$ cat config.mk
export PLATFORM = sky130hd
export DESIGN_NAME = mem_req_arbiter
export DESIGN_NICKNAME = d
export VERILOG_FILES = /design/src/rtl/mem_req_arbiter_pkg.sv /design/src/rtl/mem_req_arbiter_tag_fifo.sv /design/src/rtl/mem_req_arbiter.sv
export SDC_FILE = /design/constraint.sdc
export NUM_CORES = 1
export LEC_CHECK = 0
export CAP_MARGIN = 20
export CORE_MARGIN = 2
export CORE_UTILIZATION = 35
export DETAILED_ROUTE_END_ITERATION = 12
export PLACE_DENSITY = 0.78
export SYNTH_ARGS = -nofsm -noshare
export SYNTH_HDL_FRONTEND = slang
export SYNTH_HIERARCHICAL = 1
export SYNTH_SLANG_ARGS = --single-unit
$ cat constraint.sdc
create_clock -name clk -period 9.9 [get_ports clk]
set_input_delay 2.475 -clock clk [delete_from_list [all_inputs] [get_ports clk]]
set_output_delay 2.475 -clock clk [all_outputs]
set_load 0.05 [all_outputs]
$ cat src/rtl/mem_req_arbiter_pkg.sv
`default_nettype none
// ==========================================================================
// mem_req_arbiter_pkg - shared defaults and helpers for the memory arbiter
// rev 1.0
// ==========================================================================
package mem_req_arbiter_pkg;

  function automatic int ch_idx_w(input int n);
    return (n > 1) ? $clog2(n) : 1;
  endfunction

  localparam int DEF_NUM_CH   = 4;
  localparam int DEF_ADDR_W   = 25;
  localparam int DEF_DATA_W   = 32;
  localparam int DEF_MAX_OUT  = 8;
  localparam int DEF_CH_IDX_W = $clog2(DEF_NUM_CH);

endpackage
`default_nettype wire

$ cat src/rtl/mem_req_arbiter_tag_fifo.sv
`default_nettype none
// ==========================================================================
// tag_fifo - in-order FIFO of channel tags for outstanding reads
// rev 1.0
// ==========================================================================
module tag_fifo #(
  parameter int WIDTH = 2,
  parameter int DEPTH = 8
) (
  input  logic                       clk,
  input  logic                       rst_b,
  input  logic                       push,
  input  logic [WIDTH-1:0]           push_data,
  input  logic                       pop,
  output logic [WIDTH-1:0]           head,
  output logic                       full,
  output logic                       empty,
  output logic [$clog2(DEPTH+1)-1:0] count
);

  localparam int PTR_W = (DEPTH > 1) ? $clog2(DEPTH) : 1;
  localparam int CNT_W = $clog2(DEPTH + 1);

  logic [WIDTH-1:0] slots [DEPTH];
  logic [PTR_W-1:0] wr_ptr;
  logic [PTR_W-1:0] rd_ptr;
  logic             do_push;
  logic             do_pop;

  // Explicit wrap keeps non-power-of-two depths correct.
  function automatic logic [PTR_W-1:0] ptr_inc(input logic [PTR_W-1:0] p);
    return (p == PTR_W'(DEPTH - 1)) ? '0 : p + PTR_W'(1);
  endfunction

  assign do_push = push && !full;
  assign do_pop  = pop && !empty;
  assign full    = (count == CNT_W'(DEPTH));
  assign empty   = (count == '0);
  assign head    = slots[rd_ptr];

  always_ff @(posedge clk) begin
    if (!rst_b) begin
      wr_ptr <= '0;
      rd_ptr <= '0;
      count  <= '0;
    end else begin
      if (do_push) wr_ptr <= ptr_inc(wr_ptr);
      if (do_pop)  rd_ptr <= ptr_inc(rd_ptr);
      if (do_push && !do_pop) begin
        count <= count + CNT_W'(1);
      end else if (do_pop && !do_push) begin
        count <= count - CNT_W'(1);
      end
    end
  end

  always_ff @(posedge clk) begin
    if (do_push) slots[wr_ptr] <= push_data;
  end

endmodule
`default_nettype wire

$ cat src/rtl/mem_req_arbiter.sv
`default_nettype none
// ==========================================================================
// mem_req_arbiter - N-channel arbiter onto one memory port with read routing
// rev 1.0
// ==========================================================================
module mem_req_arbiter
  import mem_req_arbiter_pkg::*;
#(
  parameter int NUM_CH  = DEF_NUM_CH,
  parameter int ADDR_W  = DEF_ADDR_W,
  parameter int DATA_W  = DEF_DATA_W,
  parameter int MAX_OUT = DEF_MAX_OUT,
  parameter int RR_MODE = 1
) (
  input  logic                     clk,
  input  logic                     rst_b,
  input  logic [NUM_CH-1:0]        ch_valid,
  output logic [NUM_CH-1:0]        ch_ready,
  input  logic [NUM_CH-1:0]        ch_we,
  input  logic [NUM_CH*ADDR_W-1:0] ch_addr,
  input  logic [NUM_CH*DATA_W-1:0] ch_wdata,
  output logic [NUM_CH-1:0]        ch_rvalid,
  output logic [DATA_W-1:0]        ch_rdata,
  output logic                     mem_req,
  input  logic                     mem_ready,
  output logic                     mem_we,
  output logic [ADDR_W-1:0]        mem_addr,
  output logic [DATA_W-1:0]        mem_wdata,
  input  logic                     mem_rvalid,
  input  logic [DATA_W-1:0]        mem_rdata,
  output logic                     err_underflow
);

  localparam int IDX_W = ch_idx_w(NUM_CH);
  localparam int CNT_W = $clog2(MAX_OUT + 1);

  logic [ADDR_W-1:0] addr_arr  [NUM_CH];
  logic [DATA_W-1:0] wdata_arr [NUM_CH];
  logic [NUM_CH-1:0] eligible;
  logic              read_ok;
  logic              load;
  logic              any_elig;
  logic              accept;
  logic [IDX_W-1:0]  ptr;
  logic [IDX_W-1:0]  winner;
  logic [IDX_W-1:0]  next_ptr;
  logic [IDX_W-1:0]  cand_idx;
  int                cand;
  logic              fifo_full;
  logic              fifo_empty;
  logic              tag_push;
  logic              tag_pop;
  logic [IDX_W-1:0]  tag_head;
  logic [CNT_W-1:0]  tag_count;

  // Count is taken before this cycle's pop, so a full FIFO never admits a read
  // in the same cycle a return frees a slot.
  assign read_ok = !fifo_full && (tag_count < CNT_W'(MAX_OUT));

  for (genvar g = 0; g < NUM_CH; g++) begin : g_ch
    assign addr_arr[g]  = ch_addr[g*ADDR_W +: ADDR_W];
    assign wdata_arr[g] = ch_wdata[g*DATA_W +: DATA_W];
    assign eligible[g]  = ch_valid[g] && (ch_we[g] || read_ok);
  end

  always_comb begin
    winner   = '0;
    any_elig = 1'b0;
    cand     = 0;
    cand_idx = '0;
    for (int k = 0; k < NUM_CH; k++) begin
      cand = (RR_MODE != 0) ? int'(ptr) + k : k;
      if (cand >= NUM_CH) cand = cand - NUM_CH;
      cand_idx = IDX_W'(cand);
      if (!any_elig && eligible[cand_idx]) begin
        any_elig = 1'b1;
        winner   = cand_idx;
      end
    end
  end

  assign load     = !mem_req || mem_ready;
  assign accept   = load && any_elig;
  assign ch_ready = accept ? (NUM_CH'(1) << winner) : '0;
  assign next_ptr = (winner == IDX_W'(NUM_CH - 1)) ? '0 : winner + IDX_W'(1);
  assign tag_push = accept && !ch_we[winner];
  assign tag_pop  = mem_rvalid && !fifo_empty;

  always_ff @(posedge clk) begin
    if (!rst_b) begin
      mem_req   <= 1'b0;
      mem_we    <= 1'b0;
      mem_addr  <= '0;
      mem_wdata <= '0;
      ptr       <= '0;
    end else if (accept) begin
      mem_req   <= 1'b1;
      mem_we    <= ch_we[winner];
      mem_addr  <= addr_arr[winner];
      mem_wdata <= wdata_arr[winner];
      if (RR_MODE != 0) ptr <= next_ptr;
    end else if (mem_ready) begin
      mem_req <= 1'b0;
    end
  end

  always_ff @(posedge clk) begin
    if (!rst_b) begin
      ch_rvalid     <= '0;
      ch_rdata      <= '0;
      err_underflow <= 1'b0;
    end else begin
      ch_rvalid <= '0;
      if (tag_pop) begin
        ch_rvalid <= NUM_CH'(1) << tag_head;
        ch_rdata  <= mem_rdata;
      end
      if (mem_rvalid && fifo_empty) err_underflow <= 1'b1;
    end
  end

  tag_fifo #(
    .WIDTH (IDX_W),
    .DEPTH (MAX_OUT)
  ) u_tag_fifo (
    .clk       (clk),
    .rst_b     (rst_b),
    .push      (tag_push),
    .push_data (winner),
    .pop       (tag_pop),
    .head      (tag_head),
    .full      (fifo_full),
    .empty     (fifo_empty),
    .count     (tag_count)
  );

endmodule
`default_nettype wire

Word-level counts from Yosys, hierarchy flattened

Memories as Yosys holds them, arrays and structs flattened. A register that Yosys moved wholly into a read port is not among the register bits.
Cells that the tools add are included.

Multiplexer cells: 40
Add/sub/neg operators: 12
Shifts and indexed selects: 2
Equal/unequal tests: 4
Reductions and logical operators: 34
$lt $le $gt $ge: 11
Bitwise gates (word level): 1

Operators by type and width:

| operator              | count |
|---|---|
| $bmux W32 S2          | 1 |
| $mux W32              | 2 |
| $bmux W25 S2          | 1 |
| $mux W25              | 2 |
| $mux W2               | 9 |
| $logic_and A1 B1 Y1   | 16 |
| $lt A2 B3 Y1 const B  | 5 |
| $mux W1               | 13 |
| $ge A3 B3 Y1 const B  | 4 |
| $mux W3               | 4 |
| $mux W4               | 3 |
| $bmux W1 S2           | 5 |
| $logic_not A1 Y1      | 9 |
| $shl A1 B2 Y4 const A | 2 |
| $sub A2 B1 Y2 const B | 4 |
| $add A2 B2 Y3 const B | 2 |
| $add A3 B1 Y3 const B | 2 |
| $eq A3 B3 Y1 const B  | 2 |
| $logic_or A1 B1 Y1    | 5 |
| $add A4 B1 Y4 const B | 1 |
| $eq A4 B4 Y1 const B  | 1 |
| $logic_not A4 Y1      | 1 |
| $lt A4 B4 Y1 const B  | 1 |
| $reduce_bool A2 Y1    | 2 |
| other kinds (7)       | 7 |

Bits of input ports: 272
Bits in writable memories: 16
Memories kept: 1
Output and inout port bits: 100
Bits in registers: 108

Memory list:

| memory           | depth | width | read ports | clocked after memory_dff | wr ports | line                           | text |
|---|---|---|---|---|---|---|---|
| u_tag_fifo.slots | 8     | 2     | 1          | 1                        | 1        | mem_req_arbiter_tag_fifo.sv:24 | `logic [WIDTH-1:0] slots [DEPTH];` |

Depth between registers and ports, before layout

Depth in word-level cells: 26
Gate-level depth with buffers: 20
Mapped depth without buffers: 16

Cells and area by module

Netlist, hierarchy kept.

By module, submodules not included:

| module          | seq. area each (um2) | times used | area an instance (um2) | cells each |
|---|---|---|---|---|
| mem_req_arbiter | 1961.9               | 1          | 5451.5                 | 542 |
| tag_fifo        | 740.7                | 1          | 1307.5                 | 98 |

Least setup slack after synthesis

Ideal clock, no wire load.

Path kind: input to output
From: input port ch_we[0]
To: output port ch_ready[3]
Cell stages on the path: 8
Data required time: 7.425 ns
Setup slack: 3.315 ns
Data arrival time: 4.110 ns
Buffers on the path: 3
Cells stage by stage: o21bai_2 a32oi_1 o211a_1 buf_6 buf_12 buf_8 ha_1 and2_1

Longest elaborated chain between the ends: 16
Elaborated cells on any way between the ends: 27
Classes of those cells: 1 x shift; 17 x mux; 9 x reduce/logical

RTL lines:

| element                       | line                  | text |
|---|---|---|
| start, declared               | mem_req_arbiter.sv:19 | `input logic [NUM_CH-1:0] ch_we,` |
| $logic_or A1 B1 Y1 (*)        | mem_req_arbiter.sv:63 | `assign eligible[g] = ch_valid[g] && (ch_we[g] \|\| read_ok);` |
| $logic_and A1 B1 Y1 (*)       | mem_req_arbiter.sv:63 |  |
| $bmux W1 S2                   | mem_req_arbiter.sv:75 | `if (!any_elig && eligible[cand_idx]) begin` |
| $mux W1 (implied by the code) | mem_req_arbiter.sv:75 |  |
| $mux W1                       | mem_req_arbiter.sv:75 |  |
| $logic_not A1 Y1              | mem_req_arbiter.sv:75 |  |
| $logic_and A1 B1 Y1           | mem_req_arbiter.sv:75 |  |
| $mux W1                       | mem_req_arbiter.sv:75 |  |
| $logic_not A1 Y1              | mem_req_arbiter.sv:75 |  |
| $logic_and A1 B1 Y1           | mem_req_arbiter.sv:75 |  |
| $mux W1                       | mem_req_arbiter.sv:75 |  |
| $logic_not A1 Y1              | mem_req_arbiter.sv:75 |  |
| $logic_and A1 B1 Y1           | mem_req_arbiter.sv:75 |  |
| $mux W2 (*)                   | mem_req_arbiter.sv:75 |  |
| net winner[1]                 | mem_req_arbiter.sv:45 | `logic [IDX_W-1:0] winner;` |
| $shl A1 B2 Y4 (*)             | mem_req_arbiter.sv:84 | `assign ch_ready = accept ? (NUM_CH'(1) << winner) : '0;` |
| $mux W4 (*)                   | mem_req_arbiter.sv:84 |  |
| end, declared                 | mem_req_arbiter.sv:18 | `output logic [NUM_CH-1:0] ch_ready,` |

Mark *: on every way through the listed nets, which the timed path passes. The rest lies on a longest branch. The select of a mux whose other input is x is not followed.

Worst setup path after layout

From: input port ch_we[0]
To: output port ch_ready[3]

Longest elaborated chain between the ends: 16
Elaborated cells on any way between the ends: 27
Classes of those cells: 1 x shift; 17 x mux; 9 x reduce/logical

RTL lines:

| element                                              | line |
|---|---|
| $logic_or A1 B1 Y1 (*)                               | mem_req_arbiter.sv:63 |
| $logic_and A1 B1 Y1 (*)                              | mem_req_arbiter.sv:63 |
| $bmux W1 S2                                          | mem_req_arbiter.sv:75 |
| $mux W1 (implied by the code)                        | mem_req_arbiter.sv:75 |
| $mux W1                                              | mem_req_arbiter.sv:75 |
| $logic_not A1 Y1                                     | mem_req_arbiter.sv:75 |
| $logic_and A1 B1 Y1                                  | mem_req_arbiter.sv:75 |
| $mux W1                                              | mem_req_arbiter.sv:75 |
| $logic_not A1 Y1                                     | mem_req_arbiter.sv:75 |
| $logic_and A1 B1 Y1                                  | mem_req_arbiter.sv:75 |
| $mux W1                                              | mem_req_arbiter.sv:75 |
| $logic_not A1 Y1                                     | mem_req_arbiter.sv:75 |
| $logic_and A1 B1 Y1                                  | mem_req_arbiter.sv:75 |
| $mux W2 or $mux W1 (tied branches)                   | mem_req_arbiter.sv:75 |
| $shl A1 B2 Y4 or $logic_and A1 B1 Y1 (tied branches) | mem_req_arbiter.sv:84, mem_req_arbiter.sv:83 |
| $mux W4 (*)                                          | mem_req_arbiter.sv:84 |

Every way passes the cells marked *; elsewhere a longest branch is shown, timed or not. The select of a mux whose other input is x is not followed.

==> out/qor.txt <==
cts bufs inserted: 17
gpl congestion: 0.864
R2R Setup Slk: 5.45 ns
CP max FO: 50
CP Buf/Inv Count: 2
post-synth top area cell: dfxtp_1
# hold bufs at CTS: 0
top cells by area, synth: dfxtp_1 (33%), mux2i_1 (17%), edfxtp_1 (7.1%)
core area: 18800 um2
minimum clock period after layout: 7.96 ns
clock sinks: 127
share of power burned in registers: 26.3%
met3 wire length: 1.62 mm
Pre-antenna DRT Iters: 6
CP max-delay cell: clkdlybuf4s50_1
Top Metal Used: met4
internal power component: 1.63 mW
f_max: 126 MHz
Diodes inserted: 0
RR Startpoint: u_tag_fifo/count[3]$_SDFFE_PN0P_
initial antenna violation count: 1
crit-path most repeated cell: clkdlybuf4s50_1
vias in the first global route: 6226
Post-Layout Cell Count: 1258
Total GRT Usage: 21.7%
Port Buffer Count: 371
CP cell instances: clkdlybuf4s50_1, o21bai_2, a32oi_1, o211a_4, ha_1, and2_1, clkdlybuf4s50_1
CP top delay family: compound AO/OA/AOI/OAI gates
synth warn: 6
clock tree buffer depth: 2
CTS resizes: 0
DR WL met2: 11.9 mm
Power Density: 256 nW/um2
synthesized instance count: 640
post-synth cell types: 57
Peak supply drop: 0.121 mV
RR Endpoint: u_tag_fifo/count[3]$_SDFFE_PN0P_
Rel. slew slack: 26.5%
ys async rst share: 0%
hold_sp: ch_rdata[5]$_SDFFE_PN0P_
Net Count, Synth: 924
CTS root buf: clkbuf_16
Switching Share: 42.4%
synthesized cell area: 6760 um2
Crit path depth: 7
die area: 20400 um2
hpwl dp: 17.1 mm
critical path class: in -> out
vias per cell: 5.01
postcts setup bufs: 0
Commonest cells post-synth: mux2i_1 (118), dfxtp_1 (111), nand2_1 (77)
clk slew on worst S/H paths: 0.06 ns
Slew @ Worst Pin: 1.10 ns
Hold Crit Depth: 2
initial DRC count: 321
worst-skew pair later-pin latency: 0.42 ns
CP peak stage delay: 0.81 ns
placement row count: 50
reg2reg path depth: 15
DRT Wirelength: 23.0 mm
overall die height: 143 um
WP data required: 7.43 ns
Setup crit end kind: output port
unrepaired setup endpoints after global routing: false
Hold EP: ch_rdata[5]$_SDFFE_PN0P_
startpoint types: input pin
wire per inst: 18.3 um
final hold vios: 0
Clock Power Share: 23.1%
post-synth top area share: 32.9%
CTS tree: done
area delta synth->final: 63.8%
via count: 6308
WP data arrival: 5.49 ns
met1 wire length: 9.00 mm
grt total ovfl: 0
largest net degree at the start of global routing: 105
Synth Flop Type: dfxtp_1
Comb power frac: 50.6%
Sw Pwr: 1.20 mW
Final Cycle Share: 80.4%
Max Cap Viol: 0
Seq/Total Area, Yosys: 40.0%
status: finished clean
Post-synth EDFFs: 16
worst hold path class: reg -> reg
Initial Utilization: 35.9%
register bit total from synthesis: 127
cell with the most instances after synthesis: mux2i_1
synthesized area per cell: 10.6 um2
Final setup viols: 0
DRC: 0
count of pins over their slew limit: 0
first-pass GRT wire length: 34.1 mm
setup TNS: 0 ns
skew final: 0.0185 ns
ANT nets after route: 0
Die X: 143 um
layout cells sized above 1: 8.22%
H-tree levels: 4
dpl cells: 1226
Final nets: 1269
# IOs: 372
Pleak: 4.04 nW
-- area by class of cell --
cell class / count / area [um2]
multi-input combinational: 448 / 3580
sequential: 127 / 2700
tap: 260 / 325
clock inverter: 12 / 148
inverter: 12 / 45.0
timing repair buffer: 379 / 3790
clock buffer: 20 / 479
fill: 1638 / 7760
-- registers in the layout (all words and copies together) (netlist names), named ones only --
| name | cells |
|---|---|
| u_tag_fifo/rd_ptr | 3 |
| u_tag_fifo/count | 4 |
| err_underflow | 1 |
| ch_rdata | 32 |
| u_tag_fifo/wr_ptr | 3 |
| ptr | 2 |
| mem_wdata | 32 |
| mem_we | 1 |
| mem_addr | 25 |
| u_tag_fifo/slots | 16 |
| ch_rvalid | 4 |
| mem_req | 1 |
-- metrics by stage --
| step | util [%] | setup WS (ns) | hold WS (ns) | cell area, um2 | total power [mW] |
|---|---|---|---|---|---|
| 2_1_floorplan | - | 3.31 | 0.480 | 6760 | 1.79 |
| 3_3_place_gp | 55.3 | 1.98 | 0.453 | 10400 | 2.17 |
| 3_5_place_dp | 55.5 | 1.93 | 0.460 | 10400 | 2.20 |
| 4_1_cts | 58.8 | 1.93 | 0.468 | 11100 | 2.86 |
| 5_1_grt | 58.8 | 1.75 | 0.493 | 11100 | 2.97 |
| 6_report | 58.8 | 1.94 | 0.466 | 11100 | 2.84 |
-- power groups by stage --
| stage | combinational [mW] | clock [mW] | sequential [mW] |
|---|---|---|---|
| 3_5_place_dp | 1.44 | 0 | 0.753 |
| 6_report | 1.44 | 0.655 | 0.745 |
| 2_1_floorplan | 0.677 | 0 | 1.12 |
| 3_3_place_gp | 1.42 | 0 | 0.750 |
| 4_1_cts | 1.45 | 0.669 | 0.744 |
| 5_1_grt | 1.52 | 0.696 | 0.761 |
-- cell usage in the layout, fill, tap and decap left out, types with 4 or more instances in the layout --
cell type        instances
nand2_1                 77
clkbuf_16               19
nand3_1                 62
mux2i_1                118
nor3_1                   7
o221ai_2                22
nor2b_1                  8
ha_1                    11
edfxtp_1                16
mux4_2                   4
and2_1                   6
nand2b_1                 4
o221ai_1                37
a21boi_0                35
nor2_1                   8
dfxtp_1                111
a21oi_1                  5
clkdlybuf4s50_1        370
inv_1                   11
buf_4                    8
clkinv_4                 4
-- kinds of logic (layout without fill, tap and decap cells) --
kind of cell / after synthesis / after routing / synth area share (%)
compound gates: 131 / 131 / 18.6
flops: 127 / 127 / 40.0
fa+ha+maj: 12 / 12 / 2.33
xor+xnor: 2 / 2 / 0.259
buf+inv: 65 / 423 / 7.39
simple gates: 179 / 179 / 12.3
mux: 124 / 124 / 19.1
-- how the worst max path moves through the flow --
stage,start,to
2_1_floorplan,ch_we[0],ch_ready[3]
3_3_place_gp,ch_we[0],ch_ready[3]
3_5_place_dp,ch_we[0],ch_ready[1]
4_1_cts,ch_we[0],ch_ready[1]
5_1_grt,ch_we[0],ch_ready[1]
6_report,ch_we[0],ch_ready[3]
-- routing by layer --
layer | vias up | track usage [%]
met4 | 0 | 6.93
met1 | 2942 | 24.9
met2 | 247 | 38.8
li1 | 3091 | -
met5 | - | 0
met3 | 28 | 6.04
-- worst reg2reg max path, stage by stage, from the launching register on --
cell and delay, ns:
dfxtp_1 0.63, and2_2 0.33, o21bai_2 0.13, a32oi_1 0.36
o211a_4 0.78, o221ai_1 0.26, a21oi_1 0.18, a21bo_1 0.30
inv_1 0.14, ha_1 0.18, inv_1 0.10, ha_1 0.33
a21oi_1 0.19, a211oi_1 0.10, a31oi_1 0.18, mux2i_1 0.20
Note: power is estimated with default switching activity, not from simulation.
